File: src/rtl/rr_pop_arbiter_pkg.sv
// Shared helpers for round-robin arbiters: pointer wrap increment and grant-width derivation.
package rr_pop_arbiter_pkg;

    // Wrap by explicit compare against n-1 so non-power-of-two port counts work.
    function automatic int unsigned rr_next(input int unsigned ptr, input int unsigned n);
        return (ptr >= n - 1) ? 32'd0 : ptr + 32'd1;
    endfunction

    function automatic int unsigned rr_grant_w(input int unsigned n);
        return (n <= 1) ? 32'd1 : $clog2(n);
    endfunction

endpackage

File: src/rtl/rr_pop_arbiter_pick.sv
// Combinational rotate-and-priority-encode: first set req bit at or after ptr, modulo NUM_PORTS.
module rr_pick #(
    parameter int unsigned NUM_PORTS = 4,
    parameter int unsigned GRANT_W   = 2
) (
    input  logic [NUM_PORTS-1:0] req,
    input  logic [GRANT_W-1:0]   ptr,
    output logic                 found,
    output logic [GRANT_W-1:0]   idx
);

    logic [GRANT_W:0]   sum;
    logic [GRANT_W-1:0] cand;

    always_comb begin
        found = 1'b0;
        idx   = '0;
        sum   = '0;
        cand  = '0;
        for (int k = 0; k < NUM_PORTS; k++) begin
            sum = {1'b0, ptr} + (GRANT_W + 1)'(k);
            // ptr < NUM_PORTS and k < NUM_PORTS, so one subtraction always suffices.
            if (sum >= (GRANT_W + 1)'(NUM_PORTS)) begin
                sum = sum - (GRANT_W + 1)'(NUM_PORTS);
            end
            cand = sum[GRANT_W-1:0];
            if (!found && req[cand]) begin
                found = 1'b1;
                idx   = cand;
            end
        end
    end

endmodule

File: src/rtl/rr_pop_arbiter.sv
// Round-robin drain of NUM_PORTS FIFO pop interfaces into one registered output stream.
module rr_pop_arbiter
    import rr_pop_arbiter_pkg::*;
#(
    parameter  int unsigned NUM_PORTS = 4,
    parameter  int unsigned WIDTH     = 8,
    localparam int unsigned GRANT_W   = rr_grant_w(NUM_PORTS)
) (
    input  logic                       clk,
    input  logic                       rst_n,
    input  logic [NUM_PORTS-1:0]       in_valid,
    input  logic [NUM_PORTS*WIDTH-1:0] in_data,
    output logic [NUM_PORTS-1:0]       in_ready,
    output logic                       out_valid,
    output logic [WIDTH-1:0]           out_data,
    output logic [GRANT_W-1:0]         out_grant,
    input  logic                       out_ready
);

    logic [GRANT_W-1:0] ptr_q, ptr_d;
    logic               out_valid_q, out_valid_d;
    logic [WIDTH-1:0]   out_data_q, out_data_d;
    logic [GRANT_W-1:0] out_grant_q, out_grant_d;

    logic               found;
    logic [GRANT_W-1:0] pick;
    logic               can_load;
    logic               pop;
    logic [WIDTH-1:0]   pick_data;

    rr_pick #(
        .NUM_PORTS (NUM_PORTS),
        .GRANT_W   (GRANT_W)
    ) u_pick (
        .req   (in_valid),
        .ptr   (ptr_q),
        .found (found),
        .idx   (pick)
    );

    always_comb begin
        can_load  = !out_valid_q || out_ready;
        // Gating with rst_n keeps pops off while the upstream FIFOs are also held in reset.
        pop       = found && can_load && rst_n;
        in_ready  = '0;
        pick_data = '0;
        for (int i = 0; i < NUM_PORTS; i++) begin
            if (pick == GRANT_W'(i)) begin
                pick_data   = in_data[i*WIDTH +: WIDTH];
                in_ready[i] = pop;
            end
        end
    end

    always_comb begin
        ptr_d       = ptr_q;
        out_valid_d = out_valid_q;
        out_data_d  = out_data_q;
        out_grant_d = out_grant_q;
        if (pop) begin
            out_valid_d = 1'b1;
            out_data_d  = pick_data;
            out_grant_d = pick;
            ptr_d       = GRANT_W'(rr_next(32'(pick), NUM_PORTS));
        end else if (out_ready) begin
            out_valid_d = 1'b0;
        end
    end

    always_ff @(posedge clk or negedge rst_n) begin
        if (!rst_n) begin
            ptr_q       <= '0;
            out_valid_q <= 1'b0;
            out_data_q  <= '0;
            out_grant_q <= '0;
        end else begin
            ptr_q       <= ptr_d;
            out_valid_q <= out_valid_d;
            out_data_q  <= out_data_d;
            out_grant_q <= out_grant_d;
        end
    end

    assign out_valid = out_valid_q;
    assign out_data  = out_data_q;
    assign out_grant = out_grant_q;

endmodule

File: config.mk
export PLATFORM = sky130hd
export DESIGN_NAME = rr_pop_arbiter
export DESIGN_NICKNAME = d
export VERILOG_FILES = /design/src/rtl/rr_pop_arbiter_pkg.sv /design/src/rtl/rr_pop_arbiter_pick.sv /design/src/rtl/rr_pop_arbiter.sv
export SDC_FILE = /design/constraint.sdc
export NUM_CORES = 1
export LEC_CHECK = 0
export BUFFER_PORTS_ARGS = -buffer_cell sky130_fd_sc_hd__buf_2
export CAP_MARGIN = 15
export CELL_PAD_IN_SITES_DETAIL_PLACEMENT = 1
export CELL_PAD_IN_SITES_GLOBAL_PLACEMENT = 1
export CORE_ASPECT_RATIO = 0.75
export CORE_MARGIN = 4
export CORE_UTILIZATION = 31
export CTS_CLUSTER_DIAMETER = 100
export DETAILED_ROUTE_END_ITERATION = 8
export PLACE_DENSITY_LB_ADDON = 0.1
export SYNTH_ARGS = -nofsm -noshare
export SYNTH_HDL_FRONTEND = slang
export SYNTH_SLANG_ARGS = --single-unit
File: constraint.sdc
create_clock -name clk -period 4.1 [get_ports clk]
set_input_delay 0 -clock clk [delete_from_list [all_inputs] [get_ports clk]]
set_output_delay 0 -clock clk [all_outputs]
set_load 0.01 [all_outputs]
==> results of run 1 <==
[logic make-up (layout without fill, tap and decap cells)]
family                   Yosys count  in the layout  synth area share [%]
AO/OA/AOI/OAI                     37             37                  27.5
AND/OR/NAND/NOR                   31             31                  18.4
buffers and inverters             17             68                  8.80
flip-flops                        13             13                  36.3
adder cells (fa/ha/maj)            4              4                  5.59
multiplexers                       2              2                  3.35
[path summary, 6_finish.rpt]
path,endpoint,slack (ns),cells after the start
setup reg to reg,out_data[3]$_DFFE_PN0P_,1.52,9
hold reg to reg,out_grant[1]$_DFFE_PN0P_,0.51,1
max in group asynchronous,out_data[5]$_DFFE_PN0P_,3.66,2
setup / recovery,out_data[3]$_DFFE_PN0P_,1.52,9
min in group asynchronous,ptr_q[0]$_DFFE_PN0P_,0.18,2
hold / removal,out_data[7]$_DFFE_PN0P_,0.05,3
[tightest hold or removal path: stages]
cell and delay [ns]:
buf_2 0.07, a21oi_1 0.05, a21oi_1 0.13
[cell type report]
type	count	share of cell area (%)
Clock buffer	4	3.69
Inverter	10	3.08
Multi-Input combinational cell	74	40.3
Sequential cell	13	26.7
Tap cell	36	3.69
Timing Repair Buffer	54	22.6
[per-stage QoR]
stage                     utilization [%]  setup slack, ns  total power, mW  area [µm²]
after floorplan                         -             2.09            0.492         896
after global placement               43.4             1.71            0.624        1160
after detailed placement             43.4             1.54            0.637        1160
after CTS                            45.5             1.52            0.762        1220
after global routing                 45.5             1.23            0.821        1220
final                                45.5             1.52            0.751        1220
[cell usage in the layout, fill, tap and decap left out, types with 2 or more instances in the layout]
cell and count:
o21ai_0 2, dfrtp_1 13, nand2b_1 2, a211o_1 7, nor3b_1 2, ha_1 4
a21oi_1 18, nor2_1 9, buf_2 53, nor2b_1 4, mux2_4 2, a221oi_1 7
inv_1 10, and2_1 4, clkbuf_8 3, nand2_1 7
[synth_stat cells]
| library cell | n | area share [%] |
|---|---|---|
| and3_4 | 1 | 1.3 |
| dfrtp_1 | 13 | 36 |
| a21oi_1 | 18 | 10 |
| ha_1 | 4 | 5.6 |
| nor2_1 | 9 | 3.8 |
| o32a_1 | 1 | 1.1 |
| a211o_1 | 7 | 6.8 |
| or4_4 | 1 | 1.3 |
| nor3b_1 | 2 | 1.7 |
| nand2b_1 | 2 | 1.4 |
| nand3_1 | 1 | 0.56 |
| inv_1 | 10 | 4.2 |
| mux2_4 | 2 | 3.4 |
| a221oi_1 | 7 | 6.8 |
| o21ai_0 | 2 | 1.1 |
| a22oi_1 | 1 | 0.84 |
| buf_6 | 2 | 2.5 |
| clkbuf_1 | 5 | 2.1 |
| nor2b_1 | 4 | 2.8 |
| and2_1 | 4 | 2.8 |
| o22ai_1 | 1 | 0.70 |
| nand2_1 | 7 | 2.9 |
[where the power goes]
group          switching [mW]  internal [mW]
sequential             0.0360          0.186
clock                  0.0511         0.0688
combinational           0.224          0.184
[what timing repair did]
action,CTS,global route
hold buffers,1,0
hold endpoints to repair,13,0
setup endpoints to repair,0,0
[routing by layer]
metal	wire [µm]	track usage [%]	part of all wire, %	up-vias
met3	299	6.61	10	2
li1	-	-	-	471
met4	17	3.82	0.59	0
met1	1430	21.3	50	419
met2	1110	21.3	39	42
met5	0	0	0	-
[flip-flops by register name, summed over array words and instances, names as in the netlist]
name and count:
out_data 8, out_grant 2, out_valid 1, ptr_q 2
==> flow_summary.toml, run 1 <==
[sta]
tightest_slew_ns = 0.622
finClkSkew_ns = 0.00841
layout_worst_path_cycle_share_pct = 63.0
slew_viol_final = 0
fmax_mhz = 387
timing.hold.ws_ns = 0.0466
rsz0062_at_grt = "no"
finalSetupViolCount = 0
max_slew_margin_pct = 58.5
fin_crit_ns = 2.58
setup-tns-final_ns = 0
hold_viol_final = 0

[synthesis]
synth.distinct_cells = 22
netlist_area_um2 = 896
synth_warnings = 0
syn_inst = 104
ys_ff_latch = 13
seq_area_frac_synth_pct = 36.3
avgSynthCellArea_um2 = 8.61
synth_nets = 147

[floorplanning]
die_area_um2 = 3820
core_um2 = 2680
die-height_um = 54.6
io_pins = 54
rows = 16
chipWidth_um = 70.1
start_util_pct = 33.4

[worst_setup_path]
cp_top_family = "compound AO/OA/AOI/OAI gates"
arrival_ns = 2.75
critPathKind = "flop to flop"
worstPathRequired_ns = 4.27
path_cells = "nor2b_1 -> nor3b_1 -> o22ai_1 -> inv_1 -> ha_1 -> nor2b_1 -> a221oi_1 -> a211o_1 -> a21oi_1"
worst-path-buf-inv = 1
critPathMaxStageDelay_ns = 0.41
startpoint = "ptr_q[0]$_DFFE_PN0P_"
path_common_cell = "nor2b_1"
cp-start-kind = "flop"
r2r_start = "ptr_q[0]$_DFFE_PN0P_"
worstPathMaxFanout = 11
end_kind = "flop"
cpMaxStageDelayCell = "nor2b_1"

[clocking]
cts_root_buf = "clkbuf_8"
clk_path_buf_depth = 2
cts_made_buffers = 3
clk_pin_slew_worst_paths_ns = 0.06
clkLatencyLatePin_ns = 0.25
cts_resized = 0
cts_tree = "yes"
htreeDepth = 1
clock-sinks = 13
cts_setup_buffers = 0

[layout]
multi_input_area_um2 = 492
nNetsFinal = 199
diodes = 0
seq_area_um2 = 325
layout-drive-gt1-share_pct = 38.7
num-fill-cells = 353
area_delta_synth_final_pct = 36.2
fin_cells = 191

[power_and_ir_drop]
vdd_drop_max_mv = 0.224
power.density_nw_per_um2 = 615
p_leak_nw = 0.643

[drt]
routed_wl_um = 2860
viasPerCell = 4.89
route.detailed.wl_per_inst_um = 15.0
firstDrtPassIters = 5
drc_errors = 0
drt_iter0_markers = 21
vias = 934
drtAntennaViolNets = 0

[grt]
grt_pass1_vias = 893
antenna_found_initial = 0
grt_pass1_wl_um = 4440
grt.total_usage_pct = 15.2
gr-total-overflow = 0
grt_max_degree = 18

[placement]
hpwl_um = 2300
port_buffers = 53
dp.cells = 186
place.gp.congestion = 0.796

[status]
status = "finished clean"

[hold_path]
min_from = "in_data[31]"
hold_path.class = "input port to flop"

[job]
max-cap-violations = 0
Power figures use the tool's default switching activity.
==> run 2: changes to the inputs <==
CORE_UTILIZATION = 29   (was 31)
clock period = 2.7 ns   (was 4.1 ns; I/O delays follow)
==> run 2 against run 1 <==
Against the previous run:
- utilization is 3.6 points lower
- global-route usage rose by 0.13 points
- critical path type unchanged
- sequential power rose by 54%
==> flow_summary.toml, run 2 (same netlist as run 1, synthesis figures left out) <==
[status]
status = "finished clean"

[power_and_ir_drop]
total_power_mw = 1.16
power.density_nw_per_um2 = 935
vdd_drop_max_mv = 0.329
p_leak_nw = 0.654

[layout]
area_delta_synth_final_pct = 38.1
nNetsFinal = 200
fin_util_pct = 41.9
mostFrequentLayoutCells = "buf_2 (53), a21oi_1 (18), dfrtp_1 (13), inv_1 (10), nor2_1 (9)"
layout_commonest_cell = "buf_2"
diodes = 0
largest_reg_flops = 8
layout-drive-gt1-share_pct = 40.4

[drt]
routed_wl_um = 3030
drc_errors = 0
drt_iter0_markers = 24
vias = 968
firstDrtPassIters = 4
route.detailed.wl_per_inst_um = 15.6
viasPerCell = 4.99
drtAntennaViolNets = 0

[floorplanning]
io_pins = 54
die-height_um = 56.1
core_um2 = 2960
rows = 17
die_area_um2 = 4050
chipWidth_um = 72.2
start_util_pct = 30.3

[clocking]
cts_made_buffers = 3
cts_root_buf = "clkbuf_8"
htreeDepth = 1
clk_pin_slew_worst_paths_ns = 0.06
cts_tree = "yes"
clk_path_buf_depth = 2
clock-sinks = 13
clkLatencyLatePin_ns = 0.24

[sta]
slew_viol_final = 0
finalSetupViolCount = 0
finClkSkew_ns = 0.000610
setup-tns-final_ns = 0
hold_viol_final = 0
tightest_slew_ns = 0.619
rsz0062_at_grt = "no"
max_slew_margin_pct = 58.7
fin_crit_ns = 2.48
fmax_mhz = 404
layout_worst_path_cycle_share_pct = 91.7

[grt]
grt.total_usage_pct = 15.4
grt_max_degree = 18
grt_pass1_wl_um = 4910
grt_pass1_vias = 996
gr-total-overflow = 0
antenna_found_initial = 0

[placement]
place.gp.congestion = 0.848
hpwl_um = 2410
port_buffers = 53

[worst_setup_path]
critPathKind = "flop to flop"
end_kind = "flop"
worstPathMaxFanout = 11
arrival_ns = 2.64
cp-start-kind = "flop"
worstPathRequired_ns = 2.87

[job]
max-cap-violations = 0

[hold_path]
hold_path.class = "input port to flop"
-- run 2: cell types whose count changed in the layout (fill, tap and decap cells not counted) --
cell,delta
clkinv_2,+1
clkbuf_1,-1
buf_4,+1
o22ai_2,+1
o22ai_1,-1
-- run 2: stage by stage --
stage	hold WS [ns]	worst slack, ns	cell area (µm²)	std cells
2_1_floorplan	-0.296	0.687	896	104
3_3_place_gp	-0.0668	0.316	1170	189
3_5_place_dp	-0.0651	0.0963	1170	189
4_1_cts	0.0625	0.0584	1230	194
5_1_grt	0.0753	0.0111	1240	194
6_report	0.0552	0.224	1240	194
-- run 2: worst max-delay path, stage by stage (launching register included) --
cell and delay (ns):
dfrtp_1 0.40, nor2b_1 0.17, nor3b_1 0.09, o22ai_2 0.25, inv_1 0.11, ha_1 0.34
nor2b_1 0.41, a221oi_1 0.15, a211o_1 0.33, a21oi_1 0.15
-- run 2: layout make-up --
type	instances	area [µm²]
sequential	13	325
clock buffer	3	41.3
tap	38	47.5
fill	373	1720
timing repair buffer	55	283
multi-input combinational	74	498
inverter	10	37.5
clock inverter	1	5.00
-- run 2: what timing repair did --
item                                    in CTS  in global routing
resized for setup                            0                  1
setup buffers                                0                  0
endpoints found under the setup margin       0                  7
endpoints found under the hold margin       13                  0
hold buffers                                 1                  0
-- run 2: power breakdown --
part / internal [mW] / switching, mW
combinational: 0.289 / 0.348
sequential: 0.283 / 0.0577
clock: 0.102 / 0.0769
total: 0.674 / 0.482
-- run 2: per-layer routing --
metal	share of wire, %	GRT usage [%]
met4	0.36	1.61
met2	40	20.6
met5	0	0
met3	10	6.14
met1	50	23.3
-- run 2: final timing paths --
kind                                           from                       end  slack, ns  cells after the start
max in group asynchronous                     rst_n     out_valid$_DFFE_PN0P_       2.26                      2
max reg2reg                    ptr_q[0]$_DFFE_PN0P_   out_data[1]$_DFFE_PN0P_       0.22                      9
min in group asynchronous                     rst_n   out_data[3]$_DFFE_PN0P_       0.19                      2
min                                       out_ready     out_valid$_DFFE_PN0P_       0.06                      3
min reg2reg                out_grant[0]$_DFFE_PN0P_  out_grant[0]$_DFFE_PN0P_       0.50                      2
max                            ptr_q[0]$_DFFE_PN0P_   out_data[1]$_DFFE_PN0P_       0.22                      9
